[config.mk]
export PLATFORM = sky130hd
export DESIGN_NAME = icache_controller_flat
export DESIGN_NICKNAME = d
export VERILOG_FILES = /design/src/rtl/icache_controller_if.sv /design/src/rtl/icache_controller.sv /design/src/flat_wrapper.sv
export SDC_FILE = /design/constraint.sdc
export NUM_CORES = 1
export LEC_CHECK = 0
export ABC_CLOCK_PERIOD_IN_PS = 12000
export CORE_MARGIN = 2
export CORE_UTILIZATION = 60
export DETAILED_ROUTE_END_ITERATION = 8
export PLACE_DENSITY_LB_ADDON = 0.08
export SLEW_MARGIN = 0
export SYNTH_ARGS = -nofsm -noshare
export SYNTH_HDL_FRONTEND = slang
export SYNTH_SLANG_ARGS = --single-unit
[constraint.sdc]
create_clock -name CLK -period 12 [get_ports CLK]
set_input_delay 3 -clock CLK [delete_from_list [all_inputs] [get_ports CLK]]
set_output_delay 3 -clock CLK [all_outputs]
set_load 0.1 [all_outputs]
[src/rtl/icache_controller_if.sv]
// Bus bundle for the instruction cache. It groups the fetch-side signals
// (pc_address, instruction, busywait) and the memory-side signals
// (mem_read, mem_address, mem_readdata, mem_busywait).
//   slave  : the cache's view. It takes the fetch address and the memory
//            response, and drives the instruction, the stall and the
//            memory request.
//   master : the environment's view (PC plus instruction memory).
interface icache_controller_if #(
  parameter int ADDR_W = 10
);
  logic [ADDR_W-1:0] pc_address;
  logic [31:0]       instruction;
  logic              busywait;
  logic              mem_read;
  logic [ADDR_W-5:0] mem_address;
  logic [127:0]      mem_readdata;
  logic              mem_busywait;

  modport master (
    output pc_address,
    output mem_readdata,
    output mem_busywait,
    input  instruction,
    input  busywait,
    input  mem_read,
    input  mem_address
  );

  modport slave (
    input  pc_address,
    input  mem_readdata,
    input  mem_busywait,
    output instruction,
    output busywait,
    output mem_read,
    output mem_address
  );
endinterface

[src/rtl/icache_controller.sv]
// Direct-mapped, read-only instruction cache. It sits between the PC and a
// block-oriented instruction memory that returns 16-byte (4-word) blocks.
//
// Ports:
//   CLK        : system clock; all state updates on the rising edge.
//   RESET      : asynchronous, active-low reset. It clears the valid bits and
//                the FSM, and forces busywait and mem_read low.
//   bus        : icache_controller_if.slave
//                pc_address / instruction / busywait connect to the PC;
//                mem_read / mem_address / mem_readdata / mem_busywait
//                connect to the instruction memory.
//   hit_count, miss_count : present only when ICACHE_STATS_EN is defined.
//
// Optional feature macro: ICACHE_STATS_EN (adds the hit/miss counters).
//
// State  | meaning
// -------+-------------------------------------------------------------
// IDLE   | serving hits combinationally; a miss stalls the PC and requests a fill
// MEM_READ | block request outstanding; wait for mem_busywait to fall
module icache_controller #(
  parameter int ADDR_W  = 10,
  parameter int INDEX_W = 3
) (
  input  logic                CLK,
  input  logic                RESET,
  icache_controller_if.slave  bus
`ifdef ICACHE_STATS_EN
  ,
  output logic [31:0]         hit_count,
  output logic [31:0]         miss_count
`endif
);

  localparam int TAG_W  = ADDR_W - 4 - INDEX_W;
  localparam int NLINES = 1 << INDEX_W;

  typedef enum logic {
    S_IDLE,
    S_MEM_READ
  } state_t;

  state_t r_state;
  state_t w_state_nxt;

  // Set once the memory's sampling edge has passed. mem_busywait is not
  // meaningful until then.
  logic r_sampled;

  logic [NLINES-1:0] r_valid;
  logic [TAG_W-1:0]  r_tag  [NLINES];
  logic [127:0]      r_data [NLINES];

  logic [INDEX_W-1:0] w_index;
  logic [TAG_W-1:0]   w_tag;
  logic [1:0]         w_word;
  logic [1:0]         w_unused_offset;
  logic [127:0]       w_line;
  logic               w_hit;
  logic               w_fill;
  logic               w_busywait;
  logic               w_mem_read;

  assign w_unused_offset = bus.pc_address[1:0];
  assign w_word          = bus.pc_address[3:2];
  assign w_index         = bus.pc_address[3+INDEX_W:4];
  assign w_tag           = bus.pc_address[ADDR_W-1:4+INDEX_W];

  assign w_line = r_data[w_index];
  assign w_hit  = r_valid[w_index] && (r_tag[w_index] == w_tag);

  assign bus.instruction = w_line[{w_word, 5'b00000} +: 32];
  assign bus.mem_address = bus.pc_address[ADDR_W-1:4];

  // Gate the outputs with RESET so they drop as soon as reset asserts. This
  // matters for busywait: with every line invalid, IDLE would otherwise
  // report a miss.
  assign bus.busywait = w_busywait & RESET;
  assign bus.mem_read = w_mem_read & RESET;

  always_ff @(posedge CLK or negedge RESET) begin
    if (!RESET) begin
      r_state   <= S_IDLE;
      r_sampled <= 1'b0;
      r_valid   <= '0;
    end else begin
      r_state   <= w_state_nxt;
      // Low on the IDLE->MEM_READ edge, high from the first MEM_READ edge on.
      r_sampled <= (r_state == S_MEM_READ);
      if (w_fill) begin
        r_valid[w_index] <= 1'b1;
      end
    end
  end

  // Tags and data are not reset. Only the valid bits carry meaning after
  // reset. While reset is held the FSM stays in IDLE, so w_fill stays low
  // and a fill that was in progress is dropped.
  always_ff @(posedge CLK) begin
    if (w_fill) begin
      r_tag[w_index]  <= w_tag;
      r_data[w_index] <= bus.mem_readdata;
    end
  end

  always_comb begin
    w_state_nxt = r_state;
    w_busywait  = 1'b0;
    w_mem_read  = 1'b0;
    w_fill      = 1'b0;
    case (r_state)
      S_IDLE: begin
        w_busywait = !w_hit;
        if (!w_hit) begin
          w_state_nxt = S_MEM_READ;
        end
      end
      S_MEM_READ: begin
        w_busywait = 1'b1;
        w_mem_read = 1'b1;
        if (r_sampled && !bus.mem_busywait) begin
          w_fill      = 1'b1;
          w_state_nxt = S_IDLE;
        end
      end
    endcase
  end

`ifdef ICACHE_STATS_EN
  logic [31:0] r_hit_count;
  logic [31:0] r_miss_count;

  always_ff @(posedge CLK or negedge RESET) begin
    if (!RESET) begin
      r_hit_count  <= '0;
      r_miss_count <= '0;
    end else if (r_state == S_IDLE) begin
      if (w_hit) begin
        r_hit_count <= r_hit_count + 32'd1;
      end else begin
        r_miss_count <= r_miss_count + 32'd1;
      end
    end
  end

  assign hit_count  = r_hit_count;
  assign miss_count = r_miss_count;
`endif

endmodule
[src/flat_wrapper.sv]
// flat-port wrapper written by rule: the top's interface ports become plain ports
module icache_controller_flat 
#(
  parameter int ADDR_W  = 10,
  parameter int INDEX_W = 3
)
  (CLK, RESET, bus_pc_address, bus_mem_readdata, bus_mem_busywait, bus_instruction, bus_busywait, bus_mem_read, bus_mem_address);
  icache_controller_if #(.ADDR_W(ADDR_W)) bus_i ();
  input  logic CLK;
  input  logic RESET;
  input wire logic [$bits(bus_i.pc_address)-1:0] bus_pc_address;
  input wire logic [$bits(bus_i.mem_readdata)-1:0] bus_mem_readdata;
  input wire logic [$bits(bus_i.mem_busywait)-1:0] bus_mem_busywait;
  output wire logic [$bits(bus_i.instruction)-1:0] bus_instruction;
  output wire logic [$bits(bus_i.busywait)-1:0] bus_busywait;
  output wire logic [$bits(bus_i.mem_read)-1:0] bus_mem_read;
  output wire logic [$bits(bus_i.mem_address)-1:0] bus_mem_address;
  assign bus_i.pc_address = bus_pc_address;
  assign bus_i.mem_readdata = bus_mem_readdata;
  assign bus_i.mem_busywait = bus_mem_busywait;
  assign bus_instruction = bus_i.instruction;
  assign bus_busywait = bus_i.busywait;
  assign bus_mem_read = bus_i.mem_read;
  assign bus_mem_address = bus_i.mem_address;
  icache_controller #(.ADDR_W(ADDR_W), .INDEX_W(INDEX_W)) u_core (.CLK(CLK), .RESET(RESET), .bus(bus_i));
endmodule
## Word-level counts from Yosys, hierarchy flattened

Memories as Yosys holds them, arrays and structs flattened.
Index checks and enable logic that the tools add are counted.

| word-level totals | value |
|---|---|
| RAM bits | 1048 |
| bits in registers | 10 |
| memories kept | 2 |
| word-level logic and storage cells | 31 |

| operators by class | value |
|---|---|
| equal/unequal tests | 1 |
| reduce and logical (&&, ||, !) cells | 5 |
| muxes and demuxes | 13 |
| bitwise gates (word level) | 4 |
| shifts and indexed selects | 1 |
| order comparisons | 2 |

Memory list:

| name | depth | bits a word | read ports | clocked after Yosys merged registers in | write ports | line | RTL |
|---|---|---|---|---|---|---|---|
| u_core.r_data | 8 | 128 | 1 | 0 | 1 | icache_controller.sv:51 | `logic [127:0] r_data [NLINES];` |
| u_core.r_tag | 8 | 3 | 1 | 0 | 1 | icache_controller.sv:50 | `logic [TAG_W-1:0] r_tag [NLINES];` |

Operator list:

| cell | number |
|---|---|
| $shiftx A128 B8 Y32 | 1 |
| $mux W1 | 9 |
| $or A8 B8 Y8 | 1 |
| $lt A3 B4 Y1 const B | 1 |
| $pmux W1 S2 | 2 |
| $bmux W1 S3 | 1 |
| $demux W1 S3 | 1 |
| $eq A3 B3 Y1 | 1 |
| $ge A3 B1 Y1 const B | 1 |
| $logic_and A1 B1 Y1 | 3 |
| $and A1 B1 Y1 | 2 |
| $logic_not A1 Y1 | 2 |
| $not A1 Y1 | 1 |

## Longest topological paths before layout

| depth | value |
|---|---|
| word-level depth | 6 |
| gate-level depth with buffers | 9 |

## Worst setup path after synthesis

Ideal clock, no wire load.

| timing path | value |
|---|---|
| path kind | input to register |
| start | in bus_pc_address[6] |
| end | reg u_core.r_valid[1] |
| path slack | -1.622 ns |
| data arrival time | 13.501 ns |
| stages on the path | 7 |
| cells stage by stage | buf_6 buf_6 buf_4 buf_4 buf_2 nor3_1 or2_2 |

| between the ends | value |
|---|---|
| longest elaborated chain between the ends | 5 |
| elaborated cells on any way between the ends | 6 |

Ends and longest elaborated chain:

| item | line | RTL |
|---|---|---|
| from (decl) | flat_wrapper.sv:11 | `input wire logic [$bits(bus_i.pc_address)-1:0] bus_pc_address;` |
| $lt A3 B4 Y1 (not written as such) or $ge A3 B1 Y1 (tied branches) | icache_controller.sv:90 | `r_valid[w_index] <= 1'b1;` |
| $logic_and A1 B1 Y1 (not written as such) | icache_controller.sv:90 |  |
| $mux W1 (not written as such) | icache_controller.sv:90 |  |
| $demux W1 S3 * | -- |  |
| $or A8 B8 Y8 (no source line) * | -- |  |
| to (signal assigned) | icache_controller.sv:84 | `r_valid <= '0;` |
| to (signal, indexed assignment) | icache_controller.sv:90 |  |
| to (decl) | icache_controller.sv:49 | `logic [NLINES-1:0] r_valid;` |

Every way passes the cells marked *; elsewhere a longest branch is shown, timed or not.
A chain may end at the register's enable or synchronous reset.

## Final worst setup path

| timing path | value |
|---|---|
| start | in bus_pc_address[4] |
| end | out bus_instruction[9] |

| between the ends | value |
|---|---|
| longest elaborated chain between the ends | 2 |

Ends and longest elaborated chain:

| item | line | RTL |
|---|---|---|
| $mem_v2 Z8 W128 | -- |  |
| $shiftx A128 B8 Y32 | icache_controller.sv:71 | `assign bus.instruction = w_line[{w_word, 5'b00000} +: 32];` |
| to (decl) | flat_wrapper.sv:14 | `output wire logic [$bits(bus_i.instruction)-1:0] bus_instruction;` |

No other way between the ends.

==> results.json <==
{
  "status": "finished, final reports clean",
  "grt_first_pass_wirelength_um": 161000,
  "finalWirelength_um": 112000,
  "nets": 2643,
  "wl_per_cell_um": 32.3,
  "cts_buffers": 103,
  "p_leak_nw": 15.3,
  "cts_root_buf": "clkbuf_16",
  "synth-main-ff-cell": "edfxtp_1",
  "yosysUniqueCellTypes": 68,
  "dieWidth_um": 266,
  "ctsHoldBuffers": 0,
  "place.gp.congestion": 0.788,
  "layout_commonest_cell": "edfxtp_1",
  "drt_iter0_drc": 3013,
  "final_cell_mix": "1,048 x edfxtp_1, 173 x clkdlybuf4s50_1, 154 x mux2i_1",
  "grt_pass1_vias": 23300,
  "synthCells": 2310,
  "crit_type": "in2out",
  "period_needed_ns": 10.13,
  "viasPerCell": 6.73,
  "skew_ns": 0.0255,
  "io_buffers": 178,
  "maxCapViolations": 0,
  "cts_tree": "done",
  "cp-endpoint": "bus_instruction[9]",
  "start_kind": "primary input",
  "cp_max_fo": 60,
  "synth_top_area_share_pct": 76.3,
  "power_density_nw_per_um2": 169,
  "post-dp-hpwl_um": 61000,
  "synth-seq-cells": 1058,
  "vias": 23400,
  "r2r_cells": 5,
  "antenna_found_initial": 14,
  "synth_top_cells_by_area": "edfxtp_1 76%, mux2_2 4.0%, mux2i_1 3.7%",
  "endpoint_kind": "output port",
  "ys_warn_count": 0,
  "r2r_slack_ns": 8.57,
  "maxSlewHeadroom_pct": 10.7,
  "finalMaxSlewViolations": 0,
  "timing.rr.start": "u_core.r_state",
  "htree_levels": 3,
  "start_util_pct": 60.3,
  "ant_nets": 0,
  "rsz0062_at_grt": "false",
  "final.setup.tns_ns": 0,
  "ir_drop_v": 0.000109,
  "grt_overflow": 0,
  "drive_gt1_share_pct": 16.0,
  "ys_async_sr_fraction_pct": 0.945,
  "yosysSeqAreaShare_pct": 76.9,
  "syn_area_um2": 41200,
  "grt_max_degree": 107,
  "cts_setup_buffers": 0,
  "synth_enable_flop_cells": 1048,
  "route.detailed.drc": 0,
  "clk_pin_slew_ns": 0.06,
  "tightest_slew_ns": 1.34,
  "core_um2": 68300,
  "grt_use_total_pct": 31.7,
  "fmax_mhz": 98.7,
  "dieArea_um2": 70800,
  "power_mw": 7.94,
  "min-delay-start": "u_core.r_state",
  "fin_util_pct": 68.9,
  "rows": 96,
  "avgSynthCellArea_um2": 17.8,
  "syn_nets": 2451,
  "required_ns": 9.00,
  "hold_viol": 0,
  "io_pins": 181,
  "cts_resized": 0,
  "crit_start": "bus_pc_address[4]",
  "cts_buffer_depth": 3,
  "min_path_type": "reg2reg",
  "dieHeight_um": 266,
  "r2r_end": "u_core.r_data[5][45]",
  "cts.sinks": 1058,
  "yosys.area.top_type": "edfxtp_1",
  "fin_crit_sh_pct": 84.4,
  "critPathArrivalTime_ns": 7.13,
  "synthToLayoutAreaGrowth_pct": 14.2,
  "dr.pass1.iters": 5,
  "setup-violations-final": 0,
  "clk_latency_ns": 0.66
}
-- synth_stat cells (all sizes together), types with 5 or more instances --
cell	instances
a211o	6
dfrtp	10
a221o	18
a2111oi	7
o21ai	83
edfxtp	1048
a22o	9
nand2	57
clkbuf	42
and2	7
a22oi	142
inv	5
a211oi	7
or2	10
a31oi	9
a21oi	89
o221ai	55
o2bb2ai	21
mux2	159
a221oi	57
nand2b	5
o211ai	9
nor2	67
nor3	9
o2111ai	7
buf	123
o31ai	6
o22ai	39
mux2i	154
-- worst min path at each step --
stage	to	slack [ns]	cells past startpoint
after floorplan	u_core.r_sampled	0.39	0
after global placement	u_core.r_sampled	0.42	0
after detailed placement	u_core.r_sampled	0.44	0
after CTS	u_core.r_sampled	0.45	0
after global routing	u_core.r_sampled	0.47	0
final	u_core.r_sampled	0.44	0
-- critical path: stages --
cell and delay (ns):
clkbuf_8 0.44, nand2_1 0.76, buf_4 0.50, o22a_1 0.26
o2111ai_1 0.31, o41ai_1 0.25, o21ai_0 0.23, clkdlybuf4s50_1 1.19
-- where the power goes --
group	switching [mW]	total (mW)	internal, mW	leakage, nW
clock	1.33	3.12	1.79	1.59
combinational	0.455	0.649	0.194	4.12
sequential	0.0183	4.16	4.14	9.57
total	1.80	7.94	6.13	15.3
-- per-stage QoR --
stage | hold WS, ns | cells | setup slack, ns | instance area [µm²]
2_1_floorplan | 0.387 | 2310 | -1.54 | 41200
3_3_place_gp | 0.422 | 3279 | 2.02 | 43800
3_5_place_dp | 0.441 | 3279 | 1.96 | 43800
4_1_cts | 0.451 | 3465 | 1.99 | 47100
5_1_grt | 0.469 | 3469 | 1.92 | 47100
6_report | 0.438 | 3471 | 1.87 | 47100
-- flip-flops by register name (all words and copies together), names as in the netlist --
register / count
u_core.r_data: 1024
u_core.r_tag: 24
u_core.r_state: 1
u_core.r_valid: 8
u_core.r_sampled: 1
-- per-layer routing --
metal  global-route usage [%]  up-vias  share of wire, %
met5                        0        -             0.057
met4                     8.91       12               2.2
met3                     6.78      154               9.2
met2                     50.7     1215                48
met1                     44.6    12100                40
li1                         -     9873                 -
-- layout make-up --
cell class | count | area, µm²
clock inverter | 56 | 473
clock buffer | 130 | 2760
sequential | 1058 | 31700
antenna | 6 | 15.0
inverter | 6 | 23.8
timing repair buffer | 252 | 2410
tap | 882 | 1100
fill | 4375 | 21300
multi-input combinational | 1081 | 8580
-- cell families (layout without fill, tap and decap cells) --
kind of cell,after synthesis,count (layout),synth area share (%)
other,0,6,0
muxes,317,317,8.33
DFF,1058,1058,76.9
and+or+nand+nor,172,172,1.93
xor gates and xnor gates,2,2,0.0425
buffers and inverters,171,444,2.47
AOI/OAI and AO/OA,590,590,10.3
No activity file was read; power rests on OpenSTA's default activity.
